===== src/rtl/pia_term.sv =====
// Apple-1 style 6820 PIA emulation: a keyboard FIFO and a display byte
// handshake exposed to the 6502 bus as KBD, KBDCR, DSP and DSPCR.
module pia_term #(
  parameter int FIFO_DEPTH = 4,
  parameter int UPCASE     = 1
) (
  input  logic       clk,
  input  logic       reset,
  input  logic       enable,
  input  logic [1:0] address,
  input  logic       w_en,
  input  logic [7:0] din,
  output logic [7:0] dout,
  input  logic       kbd_valid,
  input  logic [7:0] kbd_data,
  output logic       kbd_ready,
  output logic       dsp_valid,
  output logic [6:0] dsp_data,
  input  logic       dsp_ready
);

  localparam int PW = $clog2(FIFO_DEPTH);
  localparam int CW = PW + 1;

  localparam logic [1:0] ADDR_KBD   = 2'd0;
  localparam logic [1:0] ADDR_KBDCR = 2'd1;
  localparam logic [1:0] ADDR_DSP   = 2'd2;
  localparam logic [1:0] ADDR_DSPCR = 2'd3;

  logic [6:0]    fifo_mem [FIFO_DEPTH];
  logic [PW-1:0] wr_ptr_reg;
  logic [PW-1:0] rd_ptr_reg;
  logic [CW-1:0] count_reg;
  logic [CW-1:0] count_next;
  logic [6:0]    kbdcr_reg;
  logic [6:0]    dspcr_reg;
  logic          dsp_valid_reg;
  logic [6:0]    dsp_data_reg;
  logic [7:0]    dout_reg;

  logic       rd_access;
  logic       wr_access;
  logic       non_empty;
  logic       full;
  logic       push;
  logic       pop;
  logic [6:0] store_byte;
  logic [7:0] read_data;
  logic       unused_bits;

  // Bit 7 of keyboard bytes and of CPU data is meaningless to this device.
  assign unused_bits = ^{din[7], kbd_data[7]};

  assign rd_access = enable & ~w_en;
  assign wr_access = enable & w_en;
  assign non_empty = (count_reg != '0);
  assign full      = (count_reg == CW'(FIFO_DEPTH));
  assign push      = kbd_valid & ~full;
  assign pop       = rd_access & (address == ADDR_KBD) & non_empty;

  assign kbd_ready = ~full;
  assign dsp_valid = dsp_valid_reg;
  assign dsp_data  = dsp_data_reg;
  assign dout      = dout_reg;

  always_comb begin
    store_byte = kbd_data[6:0];
    if (UPCASE != 0 && kbd_data[6:0] >= 7'h61 && kbd_data[6:0] <= 7'h7a) begin
      store_byte = {kbd_data[6], 1'b0, kbd_data[4:0]};
    end
  end

  always_comb begin
    read_data = 8'h00;
    case (address)
      ADDR_KBD:   read_data = non_empty ? {1'b1, fifo_mem[rd_ptr_reg]} : 8'h00;
      ADDR_KBDCR: read_data = {non_empty, kbdcr_reg};
      ADDR_DSP:   read_data = {dsp_valid_reg, dsp_data_reg};
      ADDR_DSPCR: read_data = {1'b0, dspcr_reg};
      default:    read_data = 8'h00;
    endcase
  end

  always_comb begin
    count_next = count_reg;
    case ({push, pop})
      2'b10:   count_next = count_reg + CW'(1);
      2'b01:   count_next = count_reg - CW'(1);
      default: count_next = count_reg;
    endcase
  end

  // Storage needs no reset: the pointers and count define what is valid.
  always_ff @(posedge clk) begin
    if (push) begin
      fifo_mem[wr_ptr_reg] <= store_byte;
    end
  end

  always_ff @(posedge clk or posedge reset) begin
    if (reset) begin
      wr_ptr_reg <= '0;
      rd_ptr_reg <= '0;
      count_reg  <= '0;
    end else begin
      if (push) begin
        wr_ptr_reg <= wr_ptr_reg + PW'(1);
      end
      if (pop) begin
        rd_ptr_reg <= rd_ptr_reg + PW'(1);
      end
      count_reg <= count_next;
    end
  end

  always_ff @(posedge clk or posedge reset) begin
    if (reset) begin
      kbdcr_reg <= 7'h00;
      dspcr_reg <= 7'h00;
    end else if (wr_access) begin
      if (address == ADDR_KBDCR) begin
        kbdcr_reg <= din[6:0];
      end
      if (address == ADDR_DSPCR) begin
        dspcr_reg <= din[6:0];
      end
    end
  end

  // A DSP write is only taken when not busy as sampled on this edge, so a
  // write coinciding with the sink handshake is dropped.
  always_ff @(posedge clk or posedge reset) begin
    if (reset) begin
      dsp_valid_reg <= 1'b0;
      dsp_data_reg  <= 7'h00;
    end else if (dsp_valid_reg && dsp_ready) begin
      dsp_valid_reg <= 1'b0;
    end else if (wr_access && address == ADDR_DSP && !dsp_valid_reg) begin
      dsp_valid_reg <= 1'b1;
      dsp_data_reg  <= din[6:0];
    end
  end

  always_ff @(posedge clk or posedge reset) begin
    if (reset) begin
      dout_reg <= 8'h00;
    end else if (rd_access) begin
      dout_reg <= read_data;
    end
  end

endmodule

===== config.mk =====
export PLATFORM = sky130hd
export DESIGN_NAME = pia_term
export DESIGN_NICKNAME = d
export VERILOG_FILES = /design/src/rtl/pia_term.sv
export SDC_FILE = /design/constraint.sdc
export NUM_CORES = 1
export LEC_CHECK = 0
export CAP_MARGIN = 10
export CORE_AREA = 2 2 85 149
export CTS_CLUSTER_DIAMETER = 150
export DETAILED_ROUTE_END_ITERATION = 6
export DIE_AREA = 0 0 87 151
export SLEW_MARGIN = 20
export SYNTH_ARGS = -nofsm -noshare
export SYNTH_HDL_FRONTEND = slang
export SYNTH_SLANG_ARGS = --single-unit

===== constraint.sdc =====
create_clock -name clk -period 2.8 [get_ports clk]
set_input_delay 0.42 -clock clk [delete_from_list [all_inputs] [get_ports clk]]
set_output_delay 0.42 -clock clk [all_outputs]
set_load 0.01 [all_outputs]

After elaboration in Yosys (flattened, before gate mapping)
Memory sizes are Yosys's and may differ from the RTL's.
Index checks and enable logic that the tools add are counted.
{"block": "classes", "add_sub_neg": 4, "order_cmp": 2, "n_eq_ne": 6, "n_mux": 8, "bitwise_logic": 8, "n_reduce_logical": 12}
{"op": "$pmux 8 s4", "count": 1}
{"op": "$mux 8", "count": 1}
{"op": "$ge 7x7->1 const B", "count": 1}
{"op": "$le 7x7->1 const B", "count": 1}
{"op": "$eq 2x2->1 const B", "count": 3}
{"op": "$mux 6", "count": 1}
{"op": "$pmux 3 s2", "count": 1}
{"op": "$reduce_and 2->1", "count": 3}
{"op": "$and 1x1->1", "count": 5}
{"op": "$add 2x1->2 const B", "count": 2}
{"op": "$eq 2x1->1 const B", "count": 2}
{"op": "$logic_and 1x1->1", "count": 4}
{"op": "$mux 1", "count": 4}
{"op": "$reduce_bool 2->1", "count": 2}
{"op": "$add 3x1->3 const B", "count": 1}
{"op": "$eq 3x3->1 const B", "count": 1}
{"op": "$not 1->1", "count": 3}
{"op": "$reduce_bool 3->1", "count": 1}
{"op": "$sub 3x1->3 const B", "count": 1}
{"op": "$logic_not 2->1", "count": 1}
{"op": "$logic_not 1->1", "count": 1}
{"block": "totals", "regBits": 37, "mem_bits_rw": 28, "in_bits": 24, "output_inout_bits": 17, "elab_cells": 49, "memories": 1}
{"memory": "fifo_mem", "words": 4, "width": 7, "rd": 1, "rd_clocked_by_memory_dff": 0, "wr": 1, "line_no": "30", "text": "logic [6:0] fifo_mem [FIFO_DEPTH];"}

Longest topological paths before layout
Gate-level depths: netlist (run 1).
{"block": "depth", "depth_word": 6, "ltp_mapped": 9, "mapped_depth_nobuf": 9}

Worst setup path before layout (run 1)
Ideal clock, no wire load.
{"block": "synth_path", "kind": "reg-to-reg", "startpoint": "reg count_reg[0]", "endpoint": "reg count_reg[2]", "setup_time_ns": 0.079, "t_arrival_ns": 2.012, "required_ns": 2.721, "path_slack_ns": 0.709, "stages_incl_launch_ff": 10, "n_path_buf": 0, "synth_period_minus_slack_ns": 2.091, "cell_sequence": "dfrtp_1 -> or3b_4 -> and2_4 -> inv_1 -> ha_1 -> inv_1 -> fa_1 -> xor2_1 -> nor2_1 -> xor2_1"}
{"block": "synth_via", "elab_chain_cells": 5, "word_cells_on_any_way": 11, "cone_classes": "2 x add/sub; 3 x eq/ne; 1 x mux; 3 x bitwise; 2 x reduce/logical"}
{"item": "from (decl)", "line_no": "33", "text": "logic [CW-1:0] count_reg;"}
{"item": "from (signal assigned)", "line_no": "112", "text": "count_reg <= count_next;"}
{"item": "$eq 3x3->1 (*)", "line_no": "57", "text": "assign full = (count_reg == CW'(FIFO_DEPTH));"}
{"item": "$not 1->1 (*)"}
{"item": "named net kbd_ready", "line_no": "16", "text": "output logic kbd_ready,"}
{"item": "$and 1x1->1 (*)", "line_no": "58", "text": "assign push = kbd_valid & ~full;"}
{"item": "$eq 2x1->1 / $eq 2x2->1 (equally long branches)", "line_no": "86", "text": "case ({push, pop})"}
{"item": "$pmux 3 s2 / $reduce_bool 2->1 (equally long branches)"}
Mark *: on every way through the listed nets, which the timed path passes. The rest lies on a longest branch.
A chain may end at the register's enable or synchronous reset.

Worst setup path in the final report (run 1)
{"block": "layout_path", "startpoint": "reg count_reg[0]", "endpoint": "reg count_reg[2]"}
{"block": "layout_via", "elab_chain_cells": 5, "word_cells_on_any_way": 11, "cone_classes": "2 x add/sub; 3 x eq/ne; 1 x mux; 3 x bitwise; 2 x reduce/logical"}
{"item": "$eq 3x3->1", "line_no": "57"}
{"item": "$not 1->1", "line_no": "58"}
{"item": "$and 1x1->1", "line_no": "58"}
{"item": "$eq 2x1->1 / $eq 2x2->1 (equally long branches)", "line_no": "86"}
{"item": "$pmux 3 s2 / $reduce_bool 2->1 (equally long branches)"}
Several ways; a longest one is shown, not always the timed one.

==> flow_summary.toml, run 1 <==
[power]
ir_drop_uv = 332.7
leakagePower_nw = 1.403
powerDensity_nw_per_um2 = 868.1

[sta]
whs_ps = 481.1
layout_min_cycle_time_ps = 2228
setup_viol = 0
max_freq_mhz = 448.8
skew_ps = 5.273
max_slew_margin_pct = 64.67
slew_violations = 0
rsz0062_at_grt = "no"
finalCritPeriodShare_pct = 79.58
finalHoldViolations = 0
tns_ps = 0
worst_pin_slew_ps = 528.3

[worst_setup_path]
arrival_ps = 2480
cp_max_fo = 6
cp-end-kind = "register"
critPathKind = "register to register"
start_kind = "register"
required_ps = 3050
crit_slowest_cell = "or3b_4"
crit_chain = "or3b_4 > and2_4 > inv_1 > ha_1 > inv_1 > fa_1 > xor2_1 > nor2_1 > xor2_1"
cpPeakStageDelay_ps = 440

[clock_network]
numCtsBuffers = 9
cts_tree = "yes"
cts_hold_buf = 0
clkTransAtPathRegs_ps = 50
h-tree-depth = 3
cts-root-buf = "clkbuf_16"
clk_latency_ps = 330
clockBufferDepth = 2
cts_sinks = 65
cts_resized = 0
postCtsSetupBuffers = 0

[run_status]
status = "complete, no violations"

[place]
io_buffer_count = 38
place.gp.congestion = 0.7358
dp_hpwl_um = 4324

[job]
cap_violations = 0

[logic_synthesis]
synth_top_area_share_pct = 32.92
synth_top_cell_by_area = "dfrtp_1"
netlist_area_sq_um = 2813
synth_edf_count = 28
synth.avg_cell_area_sq_um = 15.20
syn-num-nets = 215
async_reset_ff_share_pct = 56.92
synth.most_common_cell = "dfrtp_1"
syn_inst = 185
synth_cell_types = 36
yosys-top-cells-area = "dfrtp_1 33%, edfxtp_1 30%, mux2_2 11%"
synth_seq_area_share_pct = 62.81
synth-seq-cells = 65
ys_top_cells_by_count = "37 x dfrtp_1, 28 x edfxtp_1, 28 x mux2_2, 10 x nor2_1"
ys.flop_type = "dfrtp_1"
ys_warn_count = 0

[die]
die_x_um = 87
dieArea_sq_um = 13140
io_pins = 41
rows = 53
die_h_um = 151
core_sq_um = 11870
initial_utilization_pct = 23.70

[finish]
drive_above_1_share_pct = 27.43
antenna_cells = 0
largest_reg_flops = 28
nets = 262
syn_to_final_growth_pct = 29.14

[global_route]
overflow = 0
grt_pass1_vias = 1863
grt_pass1_wl_um = 9653
grt_max_degree = 38
antenna_found_initial = 0
track_usage_pct = 10.14

[routing]
drtAntennaViolNets = 0
wl_per_cell_um = 15.70
totalWireLength_um = 5871
via_per_inst = 4.444
drc = 0
drt_iter0_drc = 63
num_vias = 1662
dr.pass1.iters = 4

[min_path]
holdCritPathClass = "register to register"
==> cell families after synthesis <==
family                     share of synthesized area (%)
AOI/OAI and AO/OA                                  4.315
xor gates and xnor gates                           1.869
adders and majority gates                          2.936
buffers and inverters                              2.536
DFF                                                62.81
muxes                                              17.70
and+or+nand+nor                                    7.830
==> path summary, 6_finish.rpt <==
kind / slack, ps / startpoint / endpoint / depth (start not counted)
max in group asynchronous: 1960 / reset / dspcr_reg[1] / 3
worst min register to register: 480 / count_reg[2] / count_reg[2] / 1
worst max register to register: 570 / count_reg[0] / count_reg[2] / 9
worst max-delay path: 570 / count_reg[0] / count_reg[2] / 9
worst min-delay path: 480 / count_reg[2] / count_reg[2] / 1
min in group asynchronous: 500 / reset / dsp_data[3] / 3
==> through the flow <==
| step | cells | util [%] | cell area (sq um) | worst slack [ps] | total power [mW] |
|---|---|---|---|---|---|
| floorplan | 185 | - | 2813 | 709.0 | 1.907 |
| global placement | 358 | 28.38 | 3368 | 312.0 | 2.181 |
| detailed placement | 358 | 28.38 | 3368 | 309.4 | 2.216 |
| CTS | 374 | 30.60 | 3632 | 551.3 | 3.214 |
| global route | 374 | 30.60 | 3632 | 398.8 | 3.348 |
| finish | 374 | 30.60 | 3632 | 571.7 | 3.153 |
==> cell type report <==
class	count	area, sq um
inverter	8	30.03
clock inverter	6	35.03
multi-input combinational	104	974.7
tap	137	171.4
clock buffer	10	229.0
sequential	65	1767
fill	1177	8238
timing repair buffer	44	425.4
==> placed cells by master (no fill, tap or decap), drive strengths merged <==
cell,synthesis,routed
mux4,7,7
or4,1,1
nand4,3,3
xor2,3,3
clkinvlp,0,1
nand2b,1,1
o221ai,1,1
mux2i,1,1
o21ai,1,1
a31oi,8,8
mux2,29,29
a22oi,7,7
nand3,8,8
nand3b,1,1
or3b,1,1
nor2b,2,2
buf,7,6
clkbuf,1,10
edfxtp,28,28
and2,2,2
a21oi,1,1
nor2,11,11
clkdlybuf4s50,0,38
inv,8,8
and3,5,5
xnor2,3,3
fa,1,1
dfrtp,37,37
clkinv,0,5
ha,5,5
or3,1,1
nand2,1,1
==> power breakdown <==
group | total (mW) | internal [mW] | switching, mW
Sequential | 1.41 | 1.24 | 0.166
Clock | 0.979 | 0.591 | 0.388
Combinational | 0.769 | 0.448 | 0.320
==> worst max-delay path: cells and delay by family (launching register included) <==
| family | cells | cell delay (ps) |
|---|---|---|
| AND/OR/NAND/NOR | 3 | 740 |
| adder cells (fa/ha/maj) | 2 | 560 |
| flip-flops | 1 | 410 |
| XOR/XNOR | 2 | 300 |
| buffers and inverters | 2 | 140 |
==> per-layer routing <==
layer	global-route usage [%]	share of wire [%]	vias up
met2	18.36	57	34
met4	5.156	2.1	0
met1	9.889	38	834
met3	3.597	3.5	11
li1	-	-	783
met5	0	0	-
Note: power is estimated with default switching activity, not from simulation.
==> run 2, diff against run 1 <==
clock period = 1.9 ns   (was 2.8 ns; I/O delays follow)
==> run 2 against run 1 <==
Compared with the run above: the run now ends with negative setup slack left; non-clock buffer count increased by 20; utilization increased by 1.7 points; sequential cell count unchanged; largest power group unchanged; highest routed layer unchanged.
==> flow_summary.toml, run 2 (same netlist as run 1, synthesis figures left out) <==
[clock_network]
clockBufferDepth = 2
clk_latency_ps = 330
h-tree-depth = 3
numCtsBuffers = 9
clkTransAtPathRegs_ps = 50
cts_hold_buf = 0
cts_sinks = 65
cts_tree = "yes"
cts-root-buf = "clkbuf_16"

[place]
place.gp.congestion = 0.8031
io_buffer_count = 38
dp_hpwl_um = 4500
place_area_sq_um = 3501

[routing]
drc = 0
wl_per_cell_um = 15.51
drt_iter0_drc = 53
num_vias = 1742
drtAntennaViolNets = 0
via_per_inst = 4.421
totalWireLength_um = 6109
dr.pass1.iters = 4

[worst_setup_path]
reg2reg_depth = 9
path_common_cell = "xor2_1"
cp-end-kind = "register"
required_ps = 2150
crit_slowest_cell = "dfrtp_1"
crit_family = "simple AND/OR/NAND/NOR gates"
cpPeakStageDelay_ps = 390
arrival_ps = 2220
cp_max_fo = 2
start_kind = "register"
crit_buf_inv = 2
crit_chain = "or3b_4 > and2_4 > inv_4 > ha_4 > inv_2 > fa_2 > xor2_1 > nor2_1 > xor2_1"
critical_path_depth = 9
critPathKind = "register to register"

[global_route]
track_usage_pct = 10.35
grt_pass1_wl_um = 9929
grt_max_degree = 38
grt_pass1_vias = 1968
overflow = 0
antenna_found_initial = 0

[power]
ir_drop_uv = 435.5
powerDensity_nw_per_um2 = 1290
leakagePower_nw = 1.518
total_power_mw = 4.951

[finish]
largest_reg_flops = 28
antenna_cells = 0
regArea_sq_um = 1767
final_cell_mix = "37 x dfrtp_1, 37 x clkdlybuf4s50_1, 28 x mux2_2, 28 x edfxtp_1, 25 x buf_4"
drive_above_1_share_pct = 36.19
num-fill-cells = 1159
syn_to_final_growth_pct = 36.48
nets = 282
multi_input_area_sq_um = 999.7
design_area_sq_um = 3839

[sta]
whs_ps = 372.6
layout_min_cycle_time_ps = 1970
tns_ps = -97.19
finalCritPeriodShare_pct = 103.7
rsz0062_at_grt = "yes"
skew_ps = 5.384
slew_violations = 0
finalHoldViolations = 0
max_slew_margin_pct = 68.22
final.setup.worst_slack_ps = -69.54
max_freq_mhz = 507.7
worst_pin_slew_ps = 476.7
setup_viol = 2

[run_status]
status = "complete, but fails checks"
failed_checks = "negative setup slack"

[die]
rows = 53
core_sq_um = 11870
initial_utilization_pct = 23.70
io_pins = 41
die_h_um = 151
dieArea_sq_um = 13140
die_x_um = 87

[job]
cap_violations = 0

[min_path]
holdCritPathClass = "primary input to asynchronous set/reset pin"
==> run 2: area by class of cell <==
type	count	share of cell area, %
timing repair buffer	64	15.06
clock buffer	11	6.877
tap	137	4.465
inverter	8	0.8475
multi-input combinational	104	26.04
clock inverter	5	0.6845
sequential	65	46.02
==> run 2: repair_timing <==
| action | CTS | global route |
|---|---|---|
| buffers inserted | 4 | 1 |
| cloned | 0 | 0 |
| endpoints found under the setup margin | 3 | 2 |
| gates resized for setup | 4 | 0 |
| pin swaps | 5 | 0 |
==> run 2: report_power, final <==
part / leakage, nW / internal (mW) / switching [mW]
clock: 0.151 / 0.987 / 0.574
combinational: 0.672 / 0.795 / 0.582
sequential: 0.696 / 1.83 / 0.186
==> run 2: worst paths after layout <==
path | from | slack, ps | end
max | count_reg[1] | -70 | count_reg[2]
min | reset | 370 | dsp_data[6]
max reg2reg | count_reg[1] | -70 | count_reg[2]
min reg2reg | dspcr_reg[6] | 500 | dspcr_reg[6]
max in group asynchronous | reset | 1190 | dsp_data[1]
min in group clk | dspcr_reg[6] | 500 | dspcr_reg[6]
==> run 2: layer usage <==
metal / GRT usage, % / up-vias / part of all wire, %
met4: 5.859 / 0 / 2.6
met1: 10.06 / 867 / 37
met2: 18.85 / 38 / 56
met3: 3.161 / 10 / 3.9
li1: - / 827 / -
met5: 0 / - / 0
==> run 2: worst min-delay path: stages <==
cell,delay [ps]
clkdlybuf4s50_1,400
inv_1,50
buf_4,400
==> run 2: metrics by stage <==
step	cells	setup WS (ps)	util, %
6_report	394	-69.54	32.34
5_1_grt	394	-207.5	32.34
4_1_cts	393	-85.94	32.28
3_3_place_gp	373	-253.2	29.49
3_5_place_dp	373	-316.0	29.49
2_1_floorplan	185	-97.04	-
